`src/rtl/led_pattern_engine.sv`:
```
// rtl/led_pattern_engine.sv - N-LED pattern generator (run-right, run-left, bounce, auto)
//
// Steps the LED bank once per single-cycle tick. The tick comes either from the
// programmable internal divider or from a rising edge of the external 555 timer.
// The timer is only ever sampled, never used as a clock, so the block runs
// entirely in the clk domain.
//
// Parameters:
//   N       number of LEDs (N >= 2)
//   DIV_W   width of the divider counter and div port
// Ports:
//   clk      system clock
//   rst      asynchronous active-high reset
//   i_timer  external square wave, asynchronous to clk
//   src_sel  tick source: 0 internal divider, 1 i_timer rising edge
//   div      internal tick period minus one
//   mode     00 RUN_R, 01 RUN_L, 10 BOUNCE, 11 AUTO
//   control  switch pattern used by AUTO (target / blink pattern)
//   led      registered LED drive
//   tick     registered one-cycle step strobe
module led_pattern_engine #(
    parameter int N     = 8,
    parameter int DIV_W = 26
) (
    input  logic             clk,
    input  logic             rst,
    input  logic             i_timer,
    input  logic             src_sel,
    input  logic [DIV_W-1:0] div,
    input  logic [1:0]       mode,
    input  logic [N-1:0]     control,
    output logic [N-1:0]     led,
    output logic             tick
);

    typedef enum logic {
        DIR_RIGHT = 1'b0,
        DIR_LEFT  = 1'b1
    } dir_t;

    localparam logic [1:0] MODE_RUN_R  = 2'b00;
    localparam logic [1:0] MODE_RUN_L  = 2'b01;
    localparam logic [1:0] MODE_BOUNCE = 2'b10;
    localparam logic [1:0] MODE_AUTO   = 2'b11;

    localparam logic [N-1:0] LED_MSB    = {1'b1, {(N-1){1'b0}}};
    localparam logic [N-1:0] LED_LSB    = {{(N-1){1'b0}}, 1'b1};
    localparam logic [N-1:0] LED_MSB_DN = LED_MSB >> 1;
    localparam logic [N-1:0] LED_LSB_UP = LED_LSB << 1;

    logic [DIV_W-1:0] cnt_q, cnt_d;
    logic             s1_q, s1_d;
    logic             s2_q, s2_d;
    logic             s3_q, s3_d;
    logic             tick_q, tick_d;
    logic [N-1:0]     led_q, led_d;
    dir_t             dir_q, dir_d;
    logic             phase_q, phase_d;

    logic             led_onehot;
    logic             ctl_onehot;
    logic [N-1:0]     rot_r;
    logic [N-1:0]     rot_l;

    // Tick generation. The sync chain runs regardless of src_sel so that a
    // timer already high when switching to external produces no spurious tick.
    always_comb begin
        s1_d   = i_timer;
        s2_d   = s1_q;
        s3_d   = s2_q;
        cnt_d  = cnt_q;
        tick_d = 1'b0;
        if (src_sel) begin
            cnt_d  = '0;
            tick_d = s2_q & ~s3_q;
        end else if (cnt_q >= div) begin
            // >= rather than == so a div lowered below cnt wraps at once
            cnt_d  = '0;
            tick_d = 1'b1;
        end else begin
            cnt_d  = cnt_q + DIV_W'(1);
        end
    end

    // Pattern step, applied only on cycles where the registered tick is high.
    always_comb begin
        led_onehot = $onehot(led_q);
        ctl_onehot = $onehot(control);
        rot_r      = {led_q[0], led_q[N-1:1]};
        rot_l      = {led_q[N-2:0], led_q[N-1]};
        led_d      = led_q;
        dir_d      = dir_q;
        phase_d    = phase_q;
        if (tick_q) begin
            // Blink phase restarts whenever a tick is spent outside blink.
            phase_d = 1'b0;
            unique case (mode)
                MODE_RUN_R: begin
                    if (!led_onehot) begin
                        led_d = LED_MSB;
                        dir_d = DIR_RIGHT;
                    end else begin
                        led_d = rot_r;
                    end
                end
                MODE_RUN_L: begin
                    if (!led_onehot) begin
                        led_d = LED_LSB;
                        dir_d = DIR_RIGHT;
                    end else begin
                        led_d = rot_l;
                    end
                end
                MODE_BOUNCE: begin
                    if (!led_onehot) begin
                        led_d = LED_MSB;
                        dir_d = DIR_RIGHT;
                    end else if (dir_q == DIR_RIGHT) begin
                        // Turn around on the step leaving the end LED so each end is lit one tick.
                        if (led_q[0]) begin
                            led_d = LED_LSB_UP;
                            dir_d = DIR_LEFT;
                        end else begin
                            led_d = led_q >> 1;
                        end
                    end else begin
                        if (led_q[N-1]) begin
                            led_d = LED_MSB_DN;
                            dir_d = DIR_RIGHT;
                        end else begin
                            led_d = led_q << 1;
                        end
                    end
                end
                MODE_AUTO: begin
                    if (control != '0 && !ctl_onehot) begin
                        led_d   = phase_q ? '0 : control;
                        phase_d = ~phase_q;
                    end else if (!led_onehot) begin
                        led_d = LED_MSB;
                        dir_d = DIR_RIGHT;
                    end else if (control == '0 || led_q != control) begin
                        // chase, or walk toward the one-hot target and park on it
                        led_d = rot_r;
                    end
                end
                default: begin
                    led_d = led_q;
                end
            endcase
        end
    end

    always_ff @(posedge clk or posedge rst) begin
        if (rst) begin
            cnt_q   <= '0;
            s1_q    <= 1'b0;
            s2_q    <= 1'b0;
            s3_q    <= 1'b0;
            tick_q  <= 1'b0;
            led_q   <= LED_MSB;
            dir_q   <= DIR_RIGHT;
            phase_q <= 1'b0;
        end else begin
            cnt_q   <= cnt_d;
            s1_q    <= s1_d;
            s2_q    <= s2_d;
            s3_q    <= s3_d;
            tick_q  <= tick_d;
            led_q   <= led_d;
            dir_q   <= dir_d;
            phase_q <= phase_d;
        end
    end

    assign led  = led_q;
    assign tick = tick_q;

endmodule

```
`config.mk`:
```
export PLATFORM = sky130hd
export DESIGN_NAME = led_pattern_engine
export DESIGN_NICKNAME = d
export VERILOG_FILES = /design/src/rtl/led_pattern_engine.sv
export SDC_FILE = /design/constraint.sdc
export NUM_CORES = 1
export LEC_CHECK = 0
export ABC_AREA = 1
export ABC_CLOCK_PERIOD_IN_PS = 4000
export CELL_PAD_IN_SITES_DETAIL_PLACEMENT = 0
export CELL_PAD_IN_SITES_GLOBAL_PLACEMENT = 1
export CORE_MARGIN = 5
export CORE_UTILIZATION = 32
export DETAILED_ROUTE_END_ITERATION = 10
export GPL_ROUTABILITY_DRIVEN = 0
export PLACE_DENSITY = 0.75
export SYNTH_ARGS = -nofsm -noshare
export SYNTH_HDL_FRONTEND = slang
export SYNTH_SLANG_ARGS = --single-unit
export TNS_END_PERCENT = 1
```
`constraint.sdc`:
```
create_clock -name clk -period 4 [get_ports clk]
set_clock_uncertainty 0.2 [all_clocks]
set_input_delay 0.8 -clock clk [delete_from_list [all_inputs] [get_ports clk]]
set_output_delay 0.8 -clock clk [all_outputs]
set_load 0.02 [all_outputs]
```
== Word level (Yosys, flattened, before mapping) ==
Index checks and enable logic that the tools add are counted.
Widths: inputs -> output; s select.

* Output and inout port bits: 9
* Flip-flop bits (word level): 40
* Bits of input ports: 40

* Reduce and logical (&&, ||, !) cells: 9
* Mux-type cells: 24
* Order comparisons: 1
* Bitwise logic cells: 3
* Add/sub/neg operators: 15
* Eq/ne operators: 8

{| class="wikitable"
|+ Operator list
! kind !! count
|-
| $mux 8 || 9
|-
| $mux 26 || 2
|-
| $pmux 8 s4 || 1
|-
| $add 26x1->26 const B || 1
|-
| $ge 26x26->1 || 1
|-
| $add 1x1->2 || 8
|-
| $add 2x2->3 || 4
|-
| $mux 1 || 10
|-
| $add 3x3->4 || 2
|-
| $eq 4x1->1 const B || 2
|-
| $logic_not 8->1 || 1
|-
| $ne 8x8->1 || 1
|-
| $reduce_bool 8->1 || 1
|-
| $mux 7 || 1
|-
| $eq 2x2->1 const B || 2
|-
| $ne 4x4->1 const B || 1
|-
| $reduce_and 2->1 || 2
|-
| $pmux 1 s3 || 1
|-
| $eq 2x1->1 const B || 1
|-
| $logic_not 2->1 || 1
|-
| $ne 2x2->1 const B || 1
|-
| $not 1->1 || 2
|-
| $reduce_or 2->1 || 1
|-
| $and 1x1->1 || 1
|-
| other kinds (3) || 3
|}

== Logic depth before layout (Yosys ltp) ==
* Depth after elaboration: 8
* Gate-level depth with buffers: 19

== Least setup slack after synthesis ==
No wires, ideal clock.

* Path kind: input to register
* Start: in control[1]
* End: reg led_q[1] (netlist: led[1])
* Data arrival time: 3.791 ns
* Path slack: -0.111 ns
* Setup time: 0.120 ns
* Data required time: 3.680 ns
* Cell stages on the path: 18
* Cell sequence: inv_1 -> fa_1 -> fa_1 -> fa_1 -> inv_1 -> ha_1 -> inv_1 -> fa_1 -> nand2_1 -> a21oi_1 -> nand2_1 -> nand2_2 -> buf_4 -> o21ai_1 -> nand2_1 -> nor2_1 -> nor2_1 -> nor2_1

* Longest elaborated chain between the ends: 8

{| class="wikitable"
|+ RTL lines
! what !! line !! RTL
|-
| start, declared || 31 || <nowiki>input logic [N-1:0] control,</nowiki>
|-
| $add 1x1->2 (implied by the code) || 88 || <nowiki>ctl_onehot = $onehot(control);</nowiki>
|-
| $add 2x2->3 (implied by the code) || 88 ||
|-
| $add 3x3->4 (implied by the code) || 88 ||
|-
| $eq 4x1->1 || 88 ||
|-
| $logic_not 1->1 || 136 || <nowiki>if (control != '0 && !ctl_onehot) begin</nowiki>
|-
| $logic_and 1x1->1 || 136 ||
|-
| $mux 8 or $ne 4x4->1 (tied branches) || -- ||
|-
| $pmux 8 s4 or $reduce_and 2->1 (tied branches) || -- ||
|-
| end signal, assigned || 170 || <nowiki>led_q <= led_d;</nowiki>
|-
| end, declared || 56 || <nowiki>logic [N-1:0] led_q, led_d;</nowiki>
|}

Parallel ways exist; a longest one is shown, timed or not.
A chain may end at the register's enable or synchronous reset.

== Worst setup path in the final report ==
* Start: in control[1]
* End: reg led_q[4] (netlist: led[4])

The elaborated chain is that of the path after synthesis.

==> run summary <==
Status -> finished, final reports clean
Final total negative setup slack -> 0 ns
Clk buf depth -> 2
M3 GR Usage -> 1.555%
Post-route insts no fill -> 828
Setup crit start -> control[1]
Worst-path clk slew -> 0.06 ns
FP Rows -> 40
Hold Path Origin -> s1_q
Crit-path slowest cell -> fa_1
Die H -> 120.1 µm
Met1 usage -> 21.29%
Global route hottest layer -> met2
DPL Wire Length -> 8706 µm
Worst path arrival time -> 3.94 ns
Num CTS Buffers -> 5
Number of remaining DRC errors -> 0
First-pass detailed-route iteration total -> 4
Initial antenna violation count -> 0
Slew at the pin with the worst max-slew slack -> 0.8808 ns
CTS H-tree lvls -> 2
VDD IR max -> 0.0004232 V
Crit path cell chain -> buf_6, clkinvlp_4, fa_1, fa_1, fa_1, inv_1, ha_2, inv_2, fa_1, nand2_1, a21oi_2, nand2_2, nand2_8, buf_8, nand2_1, nand3_1, nand2_1, nand3_1, nand2_1
CTS tree -> done
Number of slew-limit violations in the final report -> 0
RSZ-0062 raised after global routing -> yes
Worst slack at placement -> -0.7090 ns
Initial core utilization -> 32.44%
Endpoints failing hold -> 0
Synthesized area -> 3880 µm²
Vias post-DR -> 3,957
First-pass GRT wire length -> 18,690 µm
Achievable frequency -> 252.5 MHz
Fillers -> 1,215
Full die area -> 14,430 µm²
Worst hold path type -> reg2reg
Post-route setup slack -> 0.03913 ns
PortBufs -> 48
Post-synthesis register bit count -> 40
ANT nets after route -> 0
Fin crit period -> 3.961 ns
Largest net degree at the start of global routing -> 41
Seq/Total Area, Yosys -> 25.83%
# diodes -> 0
Final Power -> 2.847 mW
Rel. slew slack -> 41.07%
DR iter-0 viols -> 232
Critical path type -> in2reg
Dominant cell type by area after synthesis -> dfrtp_1
Wire length per cell -> 13.57 µm
Layout area overhead -> 33.41%
Ratio of cells with drive above 1 in the final layout -> 17.18%
Netlist cell types -> 39
CP endpoint kind -> flop
Total core area -> 11,960 µm²
Max-Cap Viols -> 0
CTS root buf -> clkbuf_16
Tot GR Track Use -> 15.80%
Placed Instance Area -> 4701 µm²
Io pins -> 49
PwrDens -> 550.1 nW/µm²
Avg Inst Size Synth -> 6.644 µm²
CP Launch Type -> input port
Post-Syn Nets -> 667
Drt total wl -> 11,230 µm
Crit share post-route -> 99.02%
Setup-failing EPs final -> 0
Pleak -> 2.611 nW
Die X-Extent -> 120.1 µm
Grt ovf -> 0
Warnings from Yosys -> 0
Design Area, Final -> 5176 µm²
Synthesized instance count -> 584
Vias per inst -> 4.779
Ranking of synthesized cells by area -> dfrtp_1 25%, nand2_1 15%, ha_1 11%
Largest stage delay on the critical path -> 0.51 ns
Clock Sinks -> 40
GRT met2 Usage -> 27.50%
Reg-to-Reg Start -> led[3]
Yosys top cell area share -> 25.15%
Peak fanout along the critical path -> 6
Placed cells -> 797
Vias in the first global route -> 3,883
Nets -> 763
CP Data Required Time -> 3.98 ns
Skew-Pair Late Insertion Delay -> 0.28 ns
-- final timing paths --
kind | cells after the start | slack, ns | end
max in group asynchronous | 3 | 2.46 | cnt_q[7]
worst min register to register | 0 | 0.15 | s2_q
worst max register to register | 18 | 0.11 | led[7]
min in group asynchronous | 3 | 0.76 | cnt_q[18]
worst min-delay path | 0 | 0.15 | s2_q
worst max-delay path | 19 | 0.04 | led[4]
-- what timing repair did --
action                                  CTS  global route
gates cloned                              1             1
hold buffers                              0             0
pin swaps                                15            18
resized for setup                        23            23
buffers inserted                         17             5
endpoints found under the setup margin   10            10
-- cell families (layout without fill, tap and decap cells) --
group	after synthesis	count (layout)	synth area share [%]
simple gates	330	331	37.31
flops	40	40	25.83
buf+inv	110	206	11.00
xor+xnor	15	15	3.386
compound gates	46	46	7.062
fa+ha+maj	43	43	15.41
-- synth_stat cells (all sizes together) --
master	n
a21o	2
a21oi	19
a22oi	1
buf	5
clkbuf	1
clkinv	2
dfrtp	39
dfstp	1
fa	8
ha	35
inv	102
nand2	168
nand3	62
nand3b	1
nand4	14
nor2	75
nor3	7
nor3b	1
nor4	1
o211ai	2
o21a	2
o21ai	15
o21bai	3
o22ai	1
o31ai	1
or2	1
xnor2	6
xor2	9
-- cell usage in the layout, fill, tap and decap left out, types with 6 or more instances in the layout --
cell type / synthesis / routed
inv_1: 91 / 87
nand2_2: 10 / 14
fa_1: 8 / 8
nand3_1: 60 / 56
nor2_1: 66 / 65
nor2_2: 7 / 6
inv_2: 10 / 13
xnor2_1: 6 / 6
a21oi_1: 17 / 15
buf_4: 2 / 41
o21ai_0: 11 / 11
dfrtp_1: 39 / 39
nand4_1: 14 / 14
clkdlybuf4s50_1: 0 / 45
nor3_1: 7 / 7
xor2_1: 9 / 9
ha_1: 35 / 33
nand2_1: 157 / 151
-- metrics by stage --
stage / utilization, % / hold slack [ns]
floorplan: - / 0.1312
global placement: 39.30 / 0.1366
detailed placement: 39.30 / 0.1373
CTS: 42.08 / 0.1526
global route: 43.27 / 0.1547
finish: 43.27 / 0.1497
-- flip-flops by register name (all words and copies together) (netlist names) --
signal,cells
dir_q,1
tick,1
s1_q,1
s2_q,1
s3_q,1
led,8
cnt_q,26
phase_q,1
-- power by group --
| group | internal (mW) | switching, mW |
|---|---|---|
| Sequential | 0.450 | 0.0691 |
| Combinational | 0.714 | 1.14 |
| Clock | 0.312 | 0.164 |
| Total | 1.48 | 1.37 |
-- worst max-delay path, delay by kind of cell --
family,cells,cell delay (ns)
compound gates,1,0.11
fa+ha+maj,5,2.04
buf+inv,5,0.39
simple gates,8,0.59
-- cell type report --
class	instances	area, µm²	area share (%)
tap	147	183.9	3.553
timing repair buffer	93	843.3	16.29
timing repair inverter	1	7.507	0.1450
multi-input combinational	435	2561	49.48
clock buffer	6	138.9	2.683
clock inverter	2	38.79	0.7493
inverter	104	400.4	7.735
sequential	40	1002	19.36
-- metal layers --
layer | vias up | routed length [µm] | share of wire (%)
met2 | 80 | 5466 | 49
met3 | 12 | 348 | 3.1
li1 | 2036 | - | -
met4 | 0 | 153 | 1.4
met5 | - | 0 | 0
met1 | 1829 | 5265 | 47
(Power assumes the default switching activity.)
==> RTL edit 1: new RTL, same settings <==
Make the reset (`rst`) synchronous in one clocked block. Comments in the files are not updated.
--- a/src/rtl/led_pattern_engine.sv
+++ b/src/rtl/led_pattern_engine.sv
@@ -151,7 +151,7 @@
         end
     end
 
-    always_ff @(posedge clk or posedge rst) begin
+    always_ff @(posedge clk) begin
         if (rst) begin
             cnt_q   <= '0;
             s1_q    <= 1'b0;
Function: differs if rst is asserted again (counterexample within 4 cycles, from zero or initial values and one cycle with rst high); with rst held inactive, the same outputs for 10 cycles.
==> RTL edit 1 against the original RTL <==
Sequential cell count stayed put. Die area down 4.3%. Worst setup slack improved by 0.026 ns. Final area down 7.0%. Wire length is 6.7% lower. Non-clock buffer count down 17. Area after synthesis down 4.6%. Fmax rose by 0.67%. Critical path type unchanged. Critical endpoint is now led[1]$_SDFFE_PP0P_. Highest routed layer unchanged.
Power is not compared: it rests on default switching activity, and its combinational part moved more than twofold at a synthesized area within 25%.
==> RTL edit 1: results (changes against the original RTL) <==
metric	value	unit	change
top_register	cnt_q		
tns	0	ns	unchanged
wirelength	10500	µm	-6.7%
slew_viol_final	0		unchanged
synth_common_cells	nand2_1, inv_1, nor2_1		
startpoint	control[0]		
max-vdd-ir-drop	0.178	mV	
grtUsageTotal	0.152		-0.00615
pre_cts_ws	-0.720	ns	-0.0114 ns
grt_pass1_vias	3702		-4.7%
io_buffers	48		unchanged
largest_reg_flops	26		unchanged
avgViaCountPerCell	4.77		-0.22%
yosys-top-cells-area	dfxtp_1, nand2_1, ha_1		
diodes	0		unchanged
wl_met2	5430	µm	-0.70%
clkLatencyLatePin	0.28	ns	about the same
synthesis.nets	660		-1.0%
grt_pass1_wl	17700	µm	-5.4%
layout.nets	738		-3.3%
n_fill_cell	1212		-0.25%
relSlewSlack	0.517		+0.106
grt_antenna_before_repair	0		unchanged
crit_arrival	3.91	ns	-0.03 ns
synthFlopType	dfxtp_1		
top_layer	met4		
regToRegStartpoint	led[0]$_SDFFE_PP0P_		
yosysSeqAreaShare	0.216		-0.0419
async_flop_share	0		-1.00
clk_pin_slew	0.06	ns	about the same
leakagePower	2.19	nW	
status	completed		
placed_cells	788		-1.1%
dr.first_iter.drc_count	152		-34%
hold_path_class	flop to flop		
syn_avg_cell_area	6.41	µm²	-3.5%
met1_length	4420	µm	-16%
dp_hpwl	8500	µm	-2.3%
min_path_cells	2		+2
synth_top_area_share	0.216		-0.0351
reg2reg_depth	19		+1
layoutNonFillerInstCount	799		-3.5%
h-tree-depth	2		unchanged
path_max_fanout	8		+2
intPower	0.843	mW	
hold_start	s1_q$_SDFF_PP0_		
yosysWarnings	0		unchanged
root_buffer	clkbuf_16		
cts_buffer_depth	2		unchanged
dpl-instance-area	4520	µm²	-3.8%
grt_max_degree	27		-34%
cts_made_buffers	5		unchanged
drt_pass1_iterations	4		unchanged
drive_gt1_frac	0.133		-0.0392
wl_met3	444	µm	+28%
synth.distinct_cells	34		-13%
-- RTL edit 1: cell types whose count changed after synthesis, sizes merged, moves of 10 or more --
cell   change
dfrtp     -39
dfxtp     +40
nand2     -43
nand3     -10
nor2      +28
o21ai     +10
-- RTL edit 1: final cells by class --
| cell class | count | area, µm² | share of cell area |
|---|---|---|---|
| clock buffers | 5 | 125 | 0.0260 |
| clock inverters | 3 | 46.3 | 0.00962 |
| inverters | 105 | 402 | 0.0835 |
| multi-input cells | 427 | 2550 | 0.531 |
| flip-flops and latches | 40 | 801 | 0.166 |
| well taps | 143 | 179 | 0.0372 |
| repair buffers | 76 | 706 | 0.147 |
-- RTL edit 1: worst paths after layout --
| kind | endpoint | slack (ns) |
|---|---|---|
| min | s2_q$_SDFF_PP0_ | 0.20 |
| min reg2reg | s2_q$_SDFF_PP0_ | 0.20 |
| max reg2reg | led[4]$_SDFFE_PP0P_ | 0.11 |
| max | led[1]$_SDFFE_PP0P_ | 0.07 |
-- RTL edit 1: power by group through the flow --
| stage | clock network (mW) | registers, mW | logic [mW] |
|---|---|---|---|
| 2_1_floorplan | 0 | 0.415 | 0.162 |
| 3_3_place_gp | 0 | 0.416 | 0.274 |
| 3_5_place_dp | 0 | 0.416 | 0.278 |
| 4_1_cts | 0.478 | 0.407 | 0.294 |
| 5_1_grt | 0.492 | 0.407 | 0.364 |
| 6_report | 0.465 | 0.407 | 0.325 |
-- RTL edit 1: logic make-up after synthesis --
kind of cell,count (synthesis),share of synthesized area
and+or+nand+nor,311,0.378
buffers and inverters,111,0.116
AOI/OAI and AO/OA,48,0.0690
adders and majority gates,43,0.162
DFF,40,0.216
xor gates and xnor gates,24,0.0588
-- RTL edit 1: timing repair --
action	CTS	global route
cloned	0	1
pin swaps	15	19
setup buffers	2	1
resized for setup	30	18
setup endpoints to repair	10	10
-- RTL edit 1: stage by stage --
step / utilization / power (mW) / hold WS (ns)
after global routing: 0.423 / 1.26 / 0.231
after floorplan: - / 0.578 / 0.188
after CTS: 0.417 / 1.18 / 0.208
final: 0.423 / 1.20 / 0.203
after global placement: 0.398 / 0.690 / 0.195
after detailed placement: 0.398 / 0.694 / 0.199
-- RTL edit 1: worst max-delay path: stages --
cell and delay (ns):
buf_8 0.08, inv_4 0.03, fa_1 0.54, fa_1 0.43, fa_1 0.49, inv_1 0.04
ha_2 0.17, inv_2 0.06, fa_2 0.42, nand3_2 0.07, inv_2 0.04, nand2_4 0.11
inv_4 0.04, nand3_2 0.09, nor2_4 0.04, nor2_4 0.21, nand2_1 0.09, nor2_1 0.09
nor2_1 0.05
-- RTL edit 1: routing by layer --
layer	vias to the layer above	track usage
li1	1972	-
met5	-	0
met2	85	0.280
met4	0	0.0423
met3	19	0.0279
met1	1734	0.179
==> RTL edit 2: new RTL, same settings <==
Made on the original files. The parameter `DIV_W` goes from 26 to 13.
--- a/src/rtl/led_pattern_engine.sv
+++ b/src/rtl/led_pattern_engine.sv
@@ -20,7 +20,7 @@
 //   tick     registered one-cycle step strobe
 module led_pattern_engine #(
     parameter int N     = 8,
-    parameter int DIV_W = 26
+    parameter int DIV_W = 13
 ) (
     input  logic             clk,
     input  logic             rst,
Interface: changed (resized div); port bits go from 49 to 36. The function was not compared with the original's and may differ.
==> RTL edit 2 against the original RTL <==
Worst setup slack gained 0.055 ns. Sequential share of layout area grew 0.30 points. Cell count shrank 32%. Wire length shrank 38%. Power shrank 25%. Largest power group unchanged. Area after synthesis shrank 31%. Non-clock buffer count shrank 35. Clock power shrank 69%. Register-to-register slack lost 0.02 ns. Sequential cell count shrank 13. Final area shrank 33%.
==> RTL edit 2: results (changes against the original RTL) <==
metric	value	unit	change
layout.nets	517		-32%
clk_pin_slew	0.09	ns	+0.03 ns
crit_arrival	3.91	ns	-0.03 ns
cp-endpoint	led[7]$_DFFE_PP1P_		
grtUsageTotal	0.141		-0.0173
clock_buffers	4		-2
startpoint	led[0]$_DFFE_PP0P_		
synth.distinct_cells	30		-23%
grt_pass1_vias	2491		-36%
yosys-top-cells-area	dfrtp_1, nand2_1, ha_1		
path_max_fanout	5		-1
avgViaCountPerCell	4.64		-2.8%
pre_cts_ws	-0.669	ns	+0.0402 ns
dr.first_iter.drc_count	101		-56%
grt_max_degree	28		-32%
relSlewSlack	0.337		-0.0734
r2r_slack	0.09	ns	-0.02 ns
clock_area_frac	0.0131		-0.0212
io_buffers	35		-27%
syn_inst	405		-31%
cts_made_buffers	3		-2
root_buffer	clkbuf_8		
nonClkBufAreaFrac	0.164		+0.000961
ctsResizeCount	32		+39%
wirelength	7020	µm	-38%
dpl-instance-area	3300	µm²	-30%
post-route-period-util	0.976		-0.0139
grt_pass1_wl	11800	µm	-37%
cts_setup_buffers	0		-17
inv_count	70		-33%
grt_use_met3	0.00826		-0.00729
use_met2	0.237		-0.0381
max-vdd-ir-drop	0.604	mV	+43%
wl_met3	221	µm	-36%
num-nonclk-buffers	58		-38%
clkLatencyLatePin	0.26	ns	-0.02 ns
synth_common_cells	nand2_1, inv_1, nand3_1		
status	completed		
cp_slowest_stage_delay	0.55	ns	+0.04 ns
drive_gt1_frac	0.157		-0.0149
wl_per_cell	12.4	µm	-8.3%
largest_reg_flops	13		-50%
## RTL edit 2: changes by cell type in the layout (fill, tap and decap cells not counted), moves of 7 or more
cell / before / now
dfrtp_1: 39 / 26
buf_4: 41 / 18
clkdlybuf4s50_1: 45 / 31
ha_1: 33 / 21
nand2_1: 151 / 117
inv_1: 87 / 57
nand2_2: 14 / 7
nor2_1: 65 / 36
nand3_1: 56 / 36
## RTL edit 2: logic make-up after synthesis
logic type | after synthesis | share of synthesized area
flip-flops | 27 | 0.252
AO/OA/AOI/OAI | 23 | 0.0495
buffers and inverters | 78 | 0.116
XOR/XNOR | 8 | 0.0261
AND/OR/NAND/NOR | 239 | 0.394
adder cells (fa/ha/maj) | 30 | 0.162
## RTL edit 2: power breakdown
group | internal, mW | total [mW] | switching [mW]
clock network | 0.0711 | 0.148 | 0.0767
registers | 0.319 | 0.396 | 0.0768
logic | 0.599 | 1.60 | 0.997
